==> src/rtl/muldiv_pkg.sv <==
// Shared encodings for the HI/LO multiply/divide unit.
// Define MULDIV_MADD_EN to enable MADD/MADDU/MSUB/MSUBU and the ACC state.
package muldiv_pkg;

    localparam int unsigned DIV_ITERS_DEFAULT = 32;

    localparam logic [3:0] OP_MULT  = 4'd0;
    localparam logic [3:0] OP_MULTU = 4'd1;
    localparam logic [3:0] OP_DIV   = 4'd2;
    localparam logic [3:0] OP_DIVU  = 4'd3;
    localparam logic [3:0] OP_MTHI  = 4'd4;
    localparam logic [3:0] OP_MTLO  = 4'd5;
    localparam logic [3:0] OP_MADD  = 4'd6;
    localparam logic [3:0] OP_MADDU = 4'd7;
    localparam logic [3:0] OP_MSUB  = 4'd8;
    localparam logic [3:0] OP_MSUBU = 4'd9;

`ifdef MULDIV_MADD_EN
    typedef enum logic [2:0] {IDLE, MUL, DIV, FIX, ACC} state_e;
`else
    typedef enum logic [1:0] {IDLE, MUL, DIV, FIX} state_e;
`endif

    function automatic logic op_valid(input logic [3:0] op);
        case (op)
            OP_MULT, OP_MULTU, OP_DIV, OP_DIVU, OP_MTHI, OP_MTLO: op_valid = 1'b1;
`ifdef MULDIV_MADD_EN
            OP_MADD, OP_MADDU, OP_MSUB, OP_MSUBU: op_valid = 1'b1;
`endif
            default: op_valid = 1'b0;
        endcase
    endfunction

endpackage

==> src/rtl/muldiv_if.sv <==
// EX-stage request and HI/LO result bundle of the multiply/divide unit.
interface muldiv_if;
    logic        start;
    logic [3:0]  op;
    logic [31:0] rs_val;
    logic [31:0] rt_val;
    logic        ex_adv;
    logic        flush;
    logic        isbusy;
    logic [31:0] hi;
    logic [31:0] lo;

    modport master (
        output start, op, rs_val, rt_val, ex_adv, flush,
        input  isbusy, hi, lo
    );

    modport slave (
        input  start, op, rs_val, rt_val, ex_adv, flush,
        output isbusy, hi, lo
    );
endinterface

==> src/rtl/div_iter.sv <==
// Unsigned restoring divider core: one quotient bit per step, Iters steps after load.
// `done` is high during the final step, so results are valid on the following cycle.
module div_iter #(
    parameter int unsigned Width = 32,
    parameter int unsigned Iters = Width
) (
    input  logic             clk,
    input  logic             rst,
    input  logic             load,
    input  logic             step,
    input  logic [Width-1:0] dividend,
    input  logic [Width-1:0] divisor,
    output logic [Width-1:0] quotient,
    output logic [Width-1:0] remainder,
    output logic             done
);
    localparam int unsigned CntW = $clog2(Iters + 1);

    logic [Width-1:0] dvs, quo, rem;
    logic [CntW-1:0]  cnt;
    logic [Width:0]   shifted, diff;

    always_comb begin
        shifted = {rem, quo[Width-1]};
        diff    = shifted - {1'b0, dvs};
    end

    always_ff @(posedge clk or posedge rst) begin
        if (rst) begin
            dvs <= '0;
            quo <= '0;
            rem <= '0;
            cnt <= '0;
        end else if (load) begin
            dvs <= divisor;
            quo <= dividend;
            rem <= '0;
            cnt <= CntW'(Iters);
        end else if (step && cnt != '0) begin
            cnt <= cnt - CntW'(1);
            // A borrow means the trial subtraction failed: keep the shifted remainder.
            if (!diff[Width]) begin
                rem <= diff[Width-1:0];
                quo <= {quo[Width-2:0], 1'b1};
            end else begin
                rem <= shifted[Width-1:0];
                quo <= {quo[Width-2:0], 1'b0};
            end
        end
    end

    assign quotient  = quo;
    assign remainder = rem;
    assign done      = step && (cnt == CntW'(1));

endmodule

==> src/rtl/muldiv_unit.sv <==
// HI/LO multiply/divide unit: MULT/MULTU (2 cycles), DIV/DIVU (DIV_ITERS+2), MTHI/MTLO (1).
// Define MULDIV_MADD_EN to add MADD/MADDU/MSUB/MSUBU through an extra ACC cycle.
module muldiv_unit
    import muldiv_pkg::*;
#(
    parameter int unsigned DIV_ITERS = DIV_ITERS_DEFAULT
) (
    input logic     clk,
    input logic     rst,
    muldiv_if.slave bus
);
    state_e      state, state_next;
    logic        taken, acc, is_mul_op, is_div_op, sdiv;
    logic [31:0] a, b, mag_a, mag_b, quo, rem, hi, lo;
    logic        sgn, q_neg, r_neg;
    logic        div_load, div_step, div_done;
    logic [63:0] product;
`ifdef MULDIV_MADD_EN
    logic        is_madd, is_msub;
    logic [63:0] prod_q;
`endif

    always_comb begin
        is_mul_op = (bus.op == OP_MULT) || (bus.op == OP_MULTU);
`ifdef MULDIV_MADD_EN
        is_mul_op = is_mul_op || (bus.op == OP_MADD) || (bus.op == OP_MADDU)
                    || (bus.op == OP_MSUB) || (bus.op == OP_MSUBU);
`endif
    end

    assign is_div_op = (bus.op == OP_DIV) || (bus.op == OP_DIVU);
    assign sdiv      = (bus.op == OP_DIV);
    assign acc       = bus.start & ~bus.flush & ~taken & (state == IDLE) & op_valid(bus.op);
    assign mag_a     = (sdiv && bus.rs_val[31]) ? -bus.rs_val : bus.rs_val;
    assign mag_b     = (sdiv && bus.rt_val[31]) ? -bus.rt_val : bus.rt_val;
    assign product   = {{32{sgn & a[31]}}, a} * {{32{sgn & b[31]}}, b};

    // Stops a stalled EX instruction from issuing again until EX advances.
    always_ff @(posedge clk or posedge rst) begin
        if (rst)             taken <= 1'b0;
        else if (bus.ex_adv) taken <= 1'b0;
        else if (acc)        taken <= 1'b1;
    end

    always_ff @(posedge clk or posedge rst) begin
        if (rst) state <= IDLE;
        else     state <= state_next;
    end

    always_comb begin
        state_next = state;
        unique case (state)
            IDLE: begin
                if (acc && is_mul_op)      state_next = MUL;
                else if (acc && is_div_op) state_next = DIV;
            end
`ifdef MULDIV_MADD_EN
            MUL:     state_next = (is_madd || is_msub) ? ACC : IDLE;
            ACC:     state_next = IDLE;
`else
            MUL:     state_next = IDLE;
`endif
            DIV:     if (div_done) state_next = FIX;
            FIX:     state_next = IDLE;
            default: state_next = IDLE;
        endcase
    end

    always_comb begin
        bus.isbusy = acc | (state != IDLE);
        div_load   = acc & is_div_op;
        div_step   = (state == DIV);
    end

    always_ff @(posedge clk or posedge rst) begin
        if (rst) begin
            a     <= '0;
            b     <= '0;
            sgn   <= 1'b0;
            q_neg <= 1'b0;
            r_neg <= 1'b0;
`ifdef MULDIV_MADD_EN
            is_madd <= 1'b0;
            is_msub <= 1'b0;
`endif
        end else if (acc) begin
            a     <= bus.rs_val;
            b     <= bus.rt_val;
            sgn   <= (bus.op == OP_MULT) || (bus.op == OP_MADD) || (bus.op == OP_MSUB);
            q_neg <= sdiv & (bus.rs_val[31] ^ bus.rt_val[31]);
            r_neg <= sdiv & bus.rs_val[31];
`ifdef MULDIV_MADD_EN
            is_madd <= (bus.op == OP_MADD) || (bus.op == OP_MADDU);
            is_msub <= (bus.op == OP_MSUB) || (bus.op == OP_MSUBU);
`endif
        end
    end

    div_iter #(
        .Width (32),
        .Iters (DIV_ITERS)
    ) u_div_iter (
        .clk       (clk),
        .rst       (rst),
        .load      (div_load),
        .step      (div_step),
        .dividend  (mag_a),
        .divisor   (mag_b),
        .quotient  (quo),
        .remainder (rem),
        .done      (div_done)
    );

`ifdef MULDIV_MADD_EN
    always_ff @(posedge clk or posedge rst) begin
        if (rst)               prod_q <= '0;
        else if (state == MUL) prod_q <= product;
    end
`endif

    always_ff @(posedge clk or posedge rst) begin
        if (rst) begin
            hi <= '0;
            lo <= '0;
        end else begin
            if (acc && bus.op == OP_MTHI) hi <= bus.rs_val;
            if (acc && bus.op == OP_MTLO) lo <= bus.rs_val;
            case (state)
`ifdef MULDIV_MADD_EN
                MUL: if (!is_madd && !is_msub) {hi, lo} <= product;
                ACC: {hi, lo} <= is_msub ? ({hi, lo} - prod_q) : ({hi, lo} + prod_q);
`else
                MUL: {hi, lo} <= product;
`endif
                FIX: begin
                    lo <= q_neg ? -quo : quo;
                    hi <= r_neg ? -rem : rem;
                end
                default: ;
            endcase
        end
    end

    assign bus.hi = hi;
    assign bus.lo = lo;

endmodule
==> src/flat_wrapper.sv <==
// flat-port wrapper written by rule: the top's interface ports become plain ports
module muldiv_unit_flat import muldiv_pkg::*;
#(
    parameter int unsigned DIV_ITERS = DIV_ITERS_DEFAULT
)
  (clk, rst, bus_start, bus_op, bus_rs_val, bus_rt_val, bus_ex_adv, bus_flush, bus_isbusy, bus_hi, bus_lo);
  muldiv_if bus_i ();
  input logic clk;
  input logic rst;
  input wire logic [$bits(bus_i.start)-1:0] bus_start;
  input wire logic [$bits(bus_i.op)-1:0] bus_op;
  input wire logic [$bits(bus_i.rs_val)-1:0] bus_rs_val;
  input wire logic [$bits(bus_i.rt_val)-1:0] bus_rt_val;
  input wire logic [$bits(bus_i.ex_adv)-1:0] bus_ex_adv;
  input wire logic [$bits(bus_i.flush)-1:0] bus_flush;
  output wire logic [$bits(bus_i.isbusy)-1:0] bus_isbusy;
  output wire logic [$bits(bus_i.hi)-1:0] bus_hi;
  output wire logic [$bits(bus_i.lo)-1:0] bus_lo;
  assign bus_i.start = bus_start;
  assign bus_i.op = bus_op;
  assign bus_i.rs_val = bus_rs_val;
  assign bus_i.rt_val = bus_rt_val;
  assign bus_i.ex_adv = bus_ex_adv;
  assign bus_i.flush = bus_flush;
  assign bus_isbusy = bus_i.isbusy;
  assign bus_hi = bus_i.hi;
  assign bus_lo = bus_i.lo;
  muldiv_unit #(.DIV_ITERS(DIV_ITERS)) u_core (.clk(clk), .rst(rst), .bus(bus_i));
endmodule
==> config.mk <==
export PLATFORM = sky130hd
export DESIGN_NAME = muldiv_unit_flat
export DESIGN_NICKNAME = d
export VERILOG_FILES = /design/src/rtl/muldiv_pkg.sv /design/src/rtl/muldiv_if.sv /design/src/rtl/div_iter.sv /design/src/rtl/muldiv_unit.sv /design/src/flat_wrapper.sv
export SDC_FILE = /design/constraint.sdc
export NUM_CORES = 2
export LEC_CHECK = 0
export BUFFER_PORTS_ARGS = -buffer_cell sky130_fd_sc_hd__buf_2
export CORE_MARGIN = 1.5
export CORE_UTILIZATION = 40
export CTS_BUF_LIST = sky130_fd_sc_hd__clkbuf_2
export CTS_CLUSTER_DIAMETER = 60
export DETAILED_ROUTE_END_ITERATION = 16
export GPL_TIMING_DRIVEN = 0
export SYNTH_ARGS = -nofsm -noshare
export SYNTH_HDL_FRONTEND = slang
export SYNTH_SLANG_ARGS = --single-unit
==> constraint.sdc <==
create_clock -name clk -period 21.4 [get_ports clk]
set_input_delay 4.28 -clock clk [delete_from_list [all_inputs] [get_ports clk]]
set_output_delay 4.28 -clock clk [all_outputs]
set_load 0.05 [all_outputs]
==> impl_metrics.csv <==
group,metric,value,unit
critical_path,r2r_start,"u_core.b[22]",
critical_path,critPathArrivalTime,7.31,ns
global_routing,grtUsageTotal,30.13,%
critical_path,critPathMaxFanout,10,
synthesis,ys_top_cells_by_count,"1,188 x inv_1, 1,126 x fa_1, 879 x nand2_1, 354 x and2_1, 317 x clkbuf_1",
synthesis,netlist_top_cells_area,"fa_1 43%, dfrtp_1 11%, inv_1 8.5%, nand2_1 6.3%, ha_1 6.0%",
synthesis,synth_top_area_share,43.21,%
critical_path,critPathLaunchType,"input pin",
route,vias,42520,
critical_path,rr_worst_depth,28,
synthesis,synth_cells,5763,
critical_path,cp-end-kind,"output port",
synthesis,synth-seq-cells,236,
route,ant_nets,0,
run,maxCapViolations,0,
timing,min_period,11.59,ns
synthesis,synth_edf_count,0,
clocking,clk_latency,1.04,ns
clocking,cts_sinks,236,
route,drtIter0Drc,4064,
timing,relSlewSlack,3.339,%
synthesis,synth_nets,7213,
final_layout,drive_above_1_share,5.633,%
final_layout,areaGrowthSynthToFinish,6.897,%
synthesis,synth-main-ff-cell,"dfrtp_1",
critical_path,r2r_slack,11.04,ns
timing,finalSetupViolCount,0,
global_routing,grt_max_degree,120,
die,num_io_pins,138,
die,fp.coreArea,129500,sq um
clocking,postCtsHoldBufs,0,
critical_path,critPathKind,"in2out",
synthesis,yosys.area.top_type,"fa_1",
synthesis,synth-xor-area-share,3.660,%
clocking,numCtsBuffers,70,
route,vias_per_cell,5.470,
synthesis,synth_most_common_cell,"inv_1",
die,die_w,364.2,um
synthesis,ys_types,78,
final_layout,layout.nets,7417,
clocking,ctsLongestPathBuffers,3,
synthesis,ys_warn_count,0,
status,status,"finished clean",
timing,fmax,86.30,MHz
clocking,cts_setup_buffers,0,
route,wirelength,194700,um
synthesis,async_reset_ff_share,100.0,%
timing,grt_setup_unrepaired,"false",
global_routing,grt_overflow,0,
clocking,cts-root-buf,"clkbuf_2",
synthesis,synth.avg_cell_area,9.053,sq um
critical_path,worst-endpoint-required,17.12,ns
die,die-height,364.2,um
timing,fin_crit_sh,54.15,%
route,route.detailed.drc,0,
placement,place_congestion,1.017,
synthesis,synth_mux_area_share,1.981,%
synthesis,synth_top_family_by_area,"adder cells",
clocking,cts_tree,"built",
synthesis,seq_area_frac_synth,11.32,%
global_routing,grt_pass1_wl,292000,um
timing,slew_viol_final,0,
global_routing,antenna_found_initial,25,
route,drtPass1Iterations,10,
global_routing,first_global_vias,44370,
clocking,cts_resized,0,
final_layout,nFillCells,12980,
critical_path,crit_path_end,"bus_isbusy",
timing,finalHoldViolCount,0,
clocking,h-tree-depth,3,
clocking,clkTransAtPathRegs,0.10,ns
timing,tns,0,ns
timing,tightestPinTransition,1.450,ns
die,initial_utilization,40.29,%
synthesis,synth_fa_ha_area_share,49.23,%
die,std_cell_rows,132,
synthesis,synth-compound-area-share,8.029,%
critical_path,r2r-end,"u_core.bus.hi[30]",
synthesis,syn_area,52170,sq um
hold_path,hold_class,"reg2reg",
die,die_area,132600,sq um
placement,numPortBuffers,130,
synthesis,synthSimpleGateAreaFrac,14.81,%
timing,finClkSkew,0.09343,ns
route,wl_per_cell,25.04,um
placement,hpwl,163200,um
critical_path,cp-startpoint,"bus_op[3]",
-- routing by layer --
layer | vias to the layer above | GRT usage [%] | share of wire [%]
li1 | 17960 | - | -
met1 | 21730 | 39.81 | 39
met2 | 2279 | 45.77 | 44
met3 | 534 | 7.540 | 11
met4 | 22 | 15.61 | 6.2
met5 | - | 0 | 0.070
-- metrics by stage --
step                cell area (sq um)  hold slack [ns]  utilization, %  worst slack (ns)  cells
finish                          55770           0.4880           43.07             9.812   7774
global route                    55740           0.5146           43.05             9.965   7764
CTS                             55730           0.4935           43.04             9.971   7760
detailed placement              55070           0.4703           42.53             9.979   7637
global placement                55000           0.4665           42.48             7.562   7635
floorplan                       52170           0.4498               -             10.65   5763
-- registers in the layout, summed over array words and instances, names as in the netlist --
register                     count
u_core.u_div_iter.dvs           32
u_core.u_div_iter.remainder     32
u_core.b                        32
u_core.bus.hi                   32
u_core.state                     2
u_core.r_neg                     1
u_core.u_div_iter.cnt            6
u_core.u_div_iter.quotient      32
u_core.taken                     1
u_core.sgn                       1
u_core.q_neg                     1
u_core.a                        32
u_core.bus.lo                   32
-- worst min-delay path by stage --
stage                               from                   endpoint  slack, ns  cells after the start
2_1_floorplan  u_core.u_div_iter.dvs[10]  u_core.u_div_iter.dvs[10]       0.45                      2
3_3_place_gp    u_core.u_div_iter.dvs[4]   u_core.u_div_iter.dvs[4]       0.47                      2
3_5_place_dp    u_core.u_div_iter.dvs[4]   u_core.u_div_iter.dvs[4]       0.47                      2
4_1_cts        u_core.u_div_iter.dvs[24]  u_core.u_div_iter.dvs[24]       0.49                      2
5_1_grt        u_core.u_div_iter.dvs[25]  u_core.u_div_iter.dvs[25]       0.51                      2
6_report       u_core.u_div_iter.dvs[18]  u_core.u_div_iter.dvs[18]       0.49                      2
-- kinds of logic after synthesis --
kind of cell,after synthesis
simple gates,1651
mux,96
compound gates,668
buf+inv,1517
xor+xnor,218
flops,236
fa+ha+maj,1377
-- worst max-delay path: stages --
cell and delay (ns):
buf_2 0.14, nor4b_1 0.90, nand2_1 0.31, a21o_1 0.23
clkbuf_1 0.35, clkbuf_1 0.47, nand2_1 0.31, buf_2 0.31
-- area by class of cell --
class,instances,area [sq um],share of cell area (%)
sequential,236,5906,10.59
timing repair buffer,132,705.7,1.265
buffer,328,1261,2.261
clock inverter,27,187.7,0.3365
multi-input combinational,4010,40540,72.70
antenna,14,35.03,0.06282
clock buffer,96,480.5,0.8615
tap,1742,2180,3.908
inverter,1189,4471,8.016
-- layout by cell type (no fill, tap or decap), types with 143 or more instances in the layout --
cell type	count
inv_1	1187
fa_1	1125
nand2_1	879
and2_1	354
clkbuf_1	317
ha_1	251
o21ai_0	236
dfrtp_1	236
nor2_1	151
a21oi_1	143
Power is not shown: default switching activity piles up to over one toggle a cycle in this logic, so the estimate is an artifact.
